### config.mk
export PLATFORM = sky130hd
export DESIGN_NAME = sm83_bus_initiator
export DESIGN_NICKNAME = d
export VERILOG_FILES = /design/src/rtl/sm83_bus_initiator.sv
export SDC_FILE = /design/constraint.sdc
export NUM_CORES = 1
export LEC_CHECK = 0
export CAP_MARGIN = 20
export CORE_AREA = 2 2 132 134
export CTS_CLUSTER_SIZE = 30
export DETAILED_ROUTE_END_ITERATION = 8
export DIE_AREA = 0 0 134 136
export PLACE_DENSITY = 0.62
export SYNTH_ARGS = -nofsm -noshare
export SYNTH_HDL_FRONTEND = slang
export SYNTH_SLANG_ARGS = --single-unit
### constraint.sdc
create_clock -name CLK -period 2.6 [get_ports CLK]
set_input_delay 0.52 -clock CLK [delete_from_list [all_inputs] [get_ports CLK]]
set_output_delay 0.52 -clock CLK [all_outputs]
set_load 0.005 [all_outputs]
### src/rtl/sm83_bus_initiator.sv
//==============================================================================
// Module   : sm83_bus_initiator
// Brief    : SM83 external memory bus initiator. Queues read/write commands
//            in a small FIFO and runs each one as a fixed 4-T-state M-cycle
//            (T1..T4) on A/D/MREQ/RD/WR. Read data comes back on a one-cycle
//            RSP_VALID strobe.
// Options  : define SM83_BUS_WAIT_EN to let WAIT stretch T3.
// Revision : 1.0 - initial release
//==============================================================================
`default_nettype none

module sm83_bus_initiator #(
    parameter int CMD_DEPTH      = 4,
    parameter bit IDLE_ADDR_HOLD = 1'b1
) (
    input  logic        CLK,
    input  logic        RESET,
    input  logic        CMD_VALID,
    output logic        CMD_READY,
    input  logic        CMD_WRITE,
    input  logic [15:0] CMD_ADDR,
    input  logic [7:0]  CMD_WDATA,
    output logic        RSP_VALID,
    output logic [7:0]  RSP_DATA,
    output logic        BUSY,
    output logic [15:0] A,
    output logic [7:0]  D_OUT,
    output logic        D_OE,
    input  logic [7:0]  D_IN,
    output logic        MREQ,
    output logic        RD,
    output logic        WR,
    input  logic        WAIT
);

    localparam int c_PTR_W = (CMD_DEPTH > 1) ? $clog2(CMD_DEPTH) : 1;
    localparam int c_CNT_W = c_PTR_W + 1;
    localparam logic [c_CNT_W-1:0] c_DEPTH = c_CNT_W'(CMD_DEPTH);

    localparam logic [2:0] c_ST_IDLE = 3'd0;
    localparam logic [2:0] c_ST_T1   = 3'd1;
    localparam logic [2:0] c_ST_T2   = 3'd2;
    localparam logic [2:0] c_ST_T3   = 3'd3;
    localparam logic [2:0] c_ST_T4   = 3'd4;

    // Command FIFO storage
    logic               r_fifo_write [CMD_DEPTH];
    logic [15:0]        r_fifo_addr  [CMD_DEPTH];
    logic [7:0]         r_fifo_wdata [CMD_DEPTH];
    logic [c_PTR_W-1:0] r_wr_ptr;
    logic [c_PTR_W-1:0] r_rd_ptr;
    logic [c_CNT_W-1:0] r_count;

    // Sequencer and the command currently on the bus
    logic [2:0]         r_state;
    logic [2:0]         w_state_next;
    logic               r_cur_write;
    logic [15:0]        r_cur_addr;
    logic [7:0]         r_dout;
    logic [7:0]         r_rsp_data;

    logic               w_push;
    logic               w_pop;
    logic               w_fifo_empty;
    logic               w_t3_done;

    assign w_fifo_empty = (r_count == '0);
    assign CMD_READY    = (r_count != c_DEPTH);
    assign w_push       = CMD_VALID & CMD_READY;

`ifdef SM83_BUS_WAIT_EN
    // Responder may stretch T3; the stall is sampled on the edge ending T3.
    assign w_t3_done = ~WAIT;
`else
    // WAIT has no effect in this build; T3 always lasts a single cycle.
    assign w_t3_done = 1'b1 | WAIT;
`endif

    // FIFO payload write; storage needs no reset because r_count gates reads.
    always_ff @(posedge CLK) begin
        if (w_push) begin
            r_fifo_write[r_wr_ptr] <= CMD_WRITE;
            r_fifo_addr[r_wr_ptr]  <= CMD_ADDR;
            r_fifo_wdata[r_wr_ptr] <= CMD_WDATA;
        end
    end

    // FIFO pointers and occupancy; a simultaneous push and pop leaves count alone.
    always_ff @(posedge CLK) begin
        if (RESET) begin
            r_wr_ptr <= '0;
            r_rd_ptr <= '0;
            r_count  <= '0;
        end else begin
            if (w_push) begin
                r_wr_ptr <= r_wr_ptr + c_PTR_W'(1);
            end
            if (w_pop) begin
                r_rd_ptr <= r_rd_ptr + c_PTR_W'(1);
            end
            if (w_push && !w_pop) begin
                r_count <= r_count + c_CNT_W'(1);
            end else if (!w_push && w_pop) begin
                r_count <= r_count - c_CNT_W'(1);
            end
        end
    end

    // M-cycle state register.
    always_ff @(posedge CLK) begin
        if (RESET) begin
            r_state <= c_ST_IDLE;
        end else begin
            r_state <= w_state_next;
        end
    end

    // Next-state logic; a command is popped on the edge that enters T1.
    always_comb begin
        w_state_next = r_state;
        w_pop        = 1'b0;
        case (r_state)
            c_ST_IDLE: begin
                if (!w_fifo_empty) begin
                    w_state_next = c_ST_T1;
                    w_pop        = 1'b1;
                end
            end
            c_ST_T1: w_state_next = c_ST_T2;
            c_ST_T2: w_state_next = c_ST_T3;
            c_ST_T3: begin
                if (w_t3_done) begin
                    w_state_next = c_ST_T4;
                end
            end
            c_ST_T4: begin
                if (!w_fifo_empty) begin
                    w_state_next = c_ST_T1;
                    w_pop        = 1'b1;
                end else begin
                    w_state_next = c_ST_IDLE;
                end
            end
            default: w_state_next = c_ST_IDLE;
        endcase
    end

    // Latch the popped command; address and write data stay put through T4.
    always_ff @(posedge CLK) begin
        if (RESET) begin
            r_cur_write <= 1'b0;
            r_cur_addr  <= 16'h0000;
            r_dout      <= 8'h00;
        end else if (w_pop) begin
            r_cur_write <= r_fifo_write[r_rd_ptr];
            r_cur_addr  <= r_fifo_addr[r_rd_ptr];
            if (r_fifo_write[r_rd_ptr]) begin
                r_dout <= r_fifo_wdata[r_rd_ptr];
            end
        end
    end

    // Capture read data on the edge leaving T3 (after any wait states).
    always_ff @(posedge CLK) begin
        if (RESET) begin
            r_rsp_data <= 8'h00;
        end else if ((r_state == c_ST_T3) && w_t3_done && !r_cur_write) begin
            r_rsp_data <= D_IN;
        end
    end

    // Bus strobes decoded from the T-state; RD and WR are mutually exclusive.
    always_comb begin
        MREQ      = (r_state == c_ST_T1) || (r_state == c_ST_T2) || (r_state == c_ST_T3);
        RD        = !r_cur_write && ((r_state == c_ST_T2) || (r_state == c_ST_T3));
        WR        =  r_cur_write && ((r_state == c_ST_T2) || (r_state == c_ST_T3));
        D_OE      =  r_cur_write && (r_state != c_ST_IDLE);
        RSP_VALID = !r_cur_write && (r_state == c_ST_T4);
        BUSY      = !w_fifo_empty || (r_state != c_ST_IDLE);
    end

    assign D_OUT    = r_dout;
    assign RSP_DATA = r_rsp_data;

    generate
        if (IDLE_ADDR_HOLD) begin : g_addr_hold
            assign A = r_cur_addr;
        end else begin : g_addr_clear
            assign A = (r_state == c_ST_IDLE) ? 16'h0000 : r_cur_addr;
        end
    endgenerate

endmodule

`default_nettype wire

# Word-level counts from Yosys, hierarchy flattened

Memories as Yosys holds them, arrays and structs flattened. A register that Yosys moved wholly into a read port is not among the register bits.
Index checks and enable logic that the tools add are counted.

Add/sub/neg operators: 4
Bitwise operators: 1
Reductions and logical operators: 21
Muxes and demuxes: 11
Equality and inequality tests: 6

Operator list:

| kind                                                 | number |
|---|---|
| one-hot mux 3 bit (5 select lines)                   | 1 |
| two-way mux 3 bit                                    | 3 |
| logical AND 1 bit                                    | 7 |
| equality test 3 x 2 -> 1 bit (second input constant) | 2 |
| logical NOT 3 bit                                    | 2 |
| two-way mux 1 bit                                    | 5 |
| adder 2 x 1 -> 2 bit (second input constant)         | 2 |
| logical NOT 1 bit                                    | 4 |
| logical OR 1 bit                                     | 4 |
| two-way mux 2 bit                                    | 2 |
| adder 3 x 1 -> 3 bit (second input constant)         | 1 |
| equality test 3 x 1 -> 1 bit (second input constant) | 1 |
| equality test 3 bit (second input constant)          | 1 |
| != test 3 bit (second input constant)                | 1 |
| nonzero test 3 bit                                   | 1 |
| subtractor 3 x 1 -> 3 bit (second input constant)    | 1 |
| != test 2 bit (second input constant)                | 1 |
| AND reduction 2 bit                                  | 1 |
| nonzero test 2 bit                                   | 1 |
| OR reduction 2 bit                                   | 1 |
| AND 1 bit                                            | 1 |

Output and inout bits: 39
RAM bits: 100
Register bits after elaboration: 19
Memories: 3
Input port bits: 37

Memories:

| name         | depth | width | rd ports | clocked after memory_dff | write ports | RTL line | text |
|---|---|---|---|---|---|---|---|
| r_fifo_addr  | 4     | 16    | 1        | 1                        | 1           | 48       | `logic [15:0] r_fifo_addr [CMD_DEPTH];` |
| r_fifo_wdata | 4     | 8     | 1        | 1                        | 1           | 49       | `logic [7:0] r_fifo_wdata [CMD_DEPTH];` |
| r_fifo_write | 4     | 1     | 1        | 1                        | 1           | 47       | `logic r_fifo_write [CMD_DEPTH];` |

# Longest topological paths before layout

Gate-level depths: netlist of the first run.

Depth after elaboration: 6
Depth in mapped cells: 11
Depth with buffers taken out: 8

# Worst setup path before layout of the first run

No wires, ideal clock.

Path kind: register to register
Start point: reg r_count[0]
End point: reg r_count[2]
Setup time: 70 ps
Arrival time: 2133 ps
Buffers on the path: 1
Path slack: 397 ps
Period minus slack after synthesis: 2203 ps
Cell stages (with the launch flop): 10
Cell sequence: dfxtp_1 -> or3_1 -> clkbuf_1 -> nand2_1 -> ha_1 -> inv_1 -> fa_1 -> xor2_1 -> or3_1 -> a21oi_1

Cells in the longest elaborated chain, start to end: 6
Elaborated cells on any way between the ends: 14

RTL lines:

| element                                                           | RTL line | text |
|---|---|---|
| start, declared                                                   | 52       | `logic [c_CNT_W-1:0] r_count;` |
| start signal, assigned                                            | 102      | `r_count <= r_count + c_CNT_W'(1);` |
| start signal, assigned                                            | 104      | `r_count <= r_count - c_CNT_W'(1);` |
| branches (longest 6 deep; another with subtractor 3 x 1 -> 3 bit) | -        |  |

Several ways; the timed one is not identified. The select of a mux whose other input is x is not followed.
A chain may end at the register's enable or synchronous reset.

# Worst setup path after layout of the first run

Start point: reg r_count[0]
End point: out BUSY

Cells in the longest elaborated chain, start to end: 3

RTL lines:

| element           | RTL line | text |
|---|---|---|
| logical NOT 3 bit | 67       | `assign w_fifo_empty = (r_count == '0);` |
| logical NOT 1 bit | 179      | `BUSY = !w_fifo_empty \|\| (r_state != c_ST_IDLE);` |
| logical OR 1 bit  | 179      |  |
| end, declared     | 25       | `output logic BUSY,` |

No other way between the ends.

==> results.sh, run 1 <==
export IMPL_firstDrtPassIters=5
export IMPL_antenna_left=0
export IMPL_drt_initial_drc_count=207
export IMPL_power_frac_seq_pct=41.7
export IMPL_r2r_cells=8
export IMPL_routabilityCongestion=0.7753
export IMPL_numCtsBuffers=17
export IMPL_setup_worst_path_start="r_count[0]"
export IMPL_coreArea_sq_um=16880
export IMPL_r2r_end="r_count[2]"
export IMPL_ys_warnings_count=0
export IMPL_die_h_um=136
export IMPL_cp_required_ns=2.08
export IMPL_worstHoldStart="D_OUT[3]"
export IMPL_num_vias=3136
export IMPL_cts_reportedPaths_clkPinSlew_ns=0.06
export IMPL_ctsHoldBuffers=0
export IMPL_power_frac_comb_pct=27.9
export IMPL_root_buffer="clkbuf_16"
export IMPL_track_usage_pct=13.28
export IMPL_final_common_cell="edfxtp_1"
export IMPL_drv_cap=0
export IMPL_worstHoldEndpoint="D_OUT[3]"
export IMPL_fin_crit_ns=2.513
export IMPL_cts_tree="done"
export IMPL_grt_pass1_wl_um=17740
export IMPL_initial_core_util_pct=33.07
export IMPL_syn_num_nets=383
export IMPL_multi_input_area_sq_um=1525
export IMPL_netlist_area_sq_um=5580
export IMPL_synth_cell_types=33
export IMPL_ys_seq_area_share_pct=69.96
export IMPL_placementRows=48
export IMPL_rsz0062_at_grt="false"
export IMPL_critPathMaxStageDelay_ns=0.45
export IMPL_r2r_start="r_count[0]"
export IMPL_critPathBufInv=1
export IMPL_grt_antenna_before_repair=0
export IMPL_io_buffers=74
export IMPL_whs_ns=0.4763
export IMPL_post_route_cells_drive_above_1_share_pct=13.33
export IMPL_switching_share_pct=28.53
export IMPL_avgViaCountPerCell=4.752
export IMPL_cts_repair_resized=0
export IMPL_finalSetupTns_ns=0
export IMPL_cp_arrival_ns=1.99
export IMPL_die_w_um=134
export IMPL_crit_fanout=5
export IMPL_layout_common_cells="100 x edfxtp_1, 73 x clkdlybuf4s50_1, 44 x dfxtp_1"
export IMPL_crit_top_cell="or3_1"
export IMPL_worstHoldPathCells=2
export IMPL_end_kind="primary output"
export IMPL_grt_max_degree=53
export IMPL_postSynthAreaPerCell_sq_um=16.41
export IMPL_cts_setup_buffers=0
export IMPL_skew_ns=0.01347
export IMPL_clk_latency_ns=0.42
export IMPL_fin_crit_sh_pct=96.66
export IMPL_grt_pass1_vias=3332
export IMPL_p_sw_mw=2.096
export IMPL_ios=76
export IMPL_min_path_type="register to register"
export IMPL_outcome="finished clean"
export IMPL_num_fill_cells=1519
export IMPL_clock_power_share_pct=30.4
export IMPL_p_leak_nw=2.427
export IMPL_dieArea_sq_um=18220
export IMPL_async_flop_share_pct=0
export IMPL_cpLargestDelayFamily="simple AND/OR/NAND/NOR gates"
export IMPL_drc_errors=0
export IMPL_slew_violations=0
export IMPL_vdd_ir_drop_max_v=0.0005610
export IMPL_n_antenna_cell=0
export IMPL_wl_per_cell_um=17.17
export IMPL_post_place_ws_ns=0.06950
export IMPL_p_int_mw=5.250
export IMPL_clock_fmax_mhz=397.9
export IMPL_synth_edf_count=100
export IMPL_dp_hpwl_um=6910
export IMPL_cpMaxStageDelayCell="clkdlybuf4s50_1"
export IMPL_hold_violations=0
export IMPL_finalSetupViolCount=0
export IMPL_worstSetupStartpointType="register"
export IMPL_r2r_slack_ns=0.39
export IMPL_total_power_mw=7.345
export IMPL_cts_buffer_depth=2
export IMPL_dpl_instance_area_sq_um=6573
export IMPL_final_nets=465
export IMPL_ff_latch_area_sq_um=3905
export IMPL_slew_headroom_pct=37.23
export IMPL_tightestPinTransition_ns=0.9415
export IMPL_p_per_area_nw_per_um2=1030
export IMPL_syn_to_final_growth_pct=27.76
export IMPL_crit_chain="or3_1 -> or3_1 -> clkdlybuf4s50_1"
export IMPL_routed_wl_um=11330
export IMPL_grt_ovfl_total=0
export IMPL_cts_max_level=4
export IMPL_cts_sinks=145
export IMPL_fin_area_sq_um=7129
export IMPL_ys_seq_elements=145
export IMPL_synthCells=340
export IMPL_path_class="register to primary output"
export IMPL_layout_setup_ws_ns=0.08692
export IMPL_synth_ff_type="edfxtp_1"
[worst max path at each step]
stage                       endpoint  depth (start not counted)
after detailed placement  r_count[2]                          9
after CTS                       BUSY                          3
final                           BUSY                          3
after floorplan           r_count[2]                          9
after global placement    r_count[2]                          9
after global routing            BUSY                          3
[logic make-up (layout without fill, tap and decap cells)]
| logic type | Yosys count | after routing | synth area share, % |
|---|---|---|---|
| compound gates | 47 | 47 | 4.372 |
| xor+xnor | 3 | 3 | 0.4709 |
| fa+ha+maj | 6 | 6 | 1.480 |
| buf+inv | 29 | 124 | 2.915 |
| flops | 145 | 145 | 69.96 |
| mux | 42 | 42 | 14.08 |
| simple gates | 68 | 68 | 6.727 |
[cell usage after synthesis, types with 5 or more instances]
cell | n | share of area [%]
nand2b_1 | 16 | 1.8
a21oi_1 | 23 | 2.1
mux4_2 | 11 | 4.4
dfxtp_1 | 45 | 16
mux4_1 | 14 | 6.6
edfxtp_1 | 100 | 54
nand3_1 | 20 | 1.8
o21ai_0 | 21 | 1.9
inv_1 | 5 | 0.34
mux2i_1 | 17 | 3.0
nor2_1 | 14 | 0.94
buf_2 | 6 | 0.54
clkbuf_1 | 11 | 0.74
ha_1 | 5 | 1.1
[area by class of cell]
| cell class | count | share of cell area, % |
|---|---|---|
| clock buffer | 24 | 7.055 |
| sequential | 145 | 54.77 |
| tap | 225 | 3.949 |
| clock inverter | 8 | 0.7547 |
| timing repair buffer | 86 | 11.76 |
| inverter | 6 | 0.3159 |
| multi-input combinational | 166 | 21.39 |
[metrics by stage]
stage,cells,utilization (%)
5_1_grt,660,42.25
2_1_floorplan,340,-
6_report,660,42.25
3_3_place_gp,628,38.95
4_1_cts,660,42.25
3_5_place_dp,628,38.95
[layer usage]
metal	vias to the layer above	wire length [um]	GRT usage (%)
met3	6	698	4.400
met4	0	81	4.728
met5	-	0	0
li1	1472	-	-
met2	96	5937	23.39
met1	1562	4610	15.13
[flip-flops by register name, summed over array words and instances, names as in the netlist, named ones only]
register	cells
A	16
D_OUT	8
RSP_DATA	8
r_count	3
r_cur_write	1
r_fifo_addr	64
r_fifo_wdata	32
r_fifo_write	4
r_rd_ptr	2
r_state	3
r_wr_ptr	2
[worst register-to-register path, delay by kind of cell, from the launching register on]
| kind | cells | cell delay [ns] |
|---|---|---|
| adder cells (fa/ha/maj) | 2 | 0.57 |
| XOR/XNOR | 1 | 0.17 |
| flip-flops | 1 | 0.37 |
| buffers and inverters | 1 | 0.07 |
| AND/OR/NAND/NOR | 3 | 0.79 |
| AO/OA/AOI/OAI | 1 | 0.16 |
[power by group through the flow]
stage          clock network, mW  registers, mW  logic (mW)
3_3_place_gp                   0           3.10        2.03
3_5_place_dp                   0           3.12        2.07
5_1_grt                     2.40           3.11        2.25
2_1_floorplan                  0           3.02        1.31
4_1_cts                     2.30           3.07        2.09
6_report                    2.24           3.06        2.05
Note: power is estimated with default switching activity, not from simulation.
==> run 2, diff against run 1 <==
--- a/config.mk
+++ b/config.mk
@@ -5,6 +5,7 @@
 export SDC_FILE = /design/constraint.sdc
 export NUM_CORES = 1
 export LEC_CHECK = 0
+export ABC_AREA = 0
 export CAP_MARGIN = 20
 export CORE_AREA = 2 2 132 134
 export CTS_CLUSTER_SIZE = 30
==> results of run 2 <==
Final layout, timing and power as in run 1 (identical DEF).
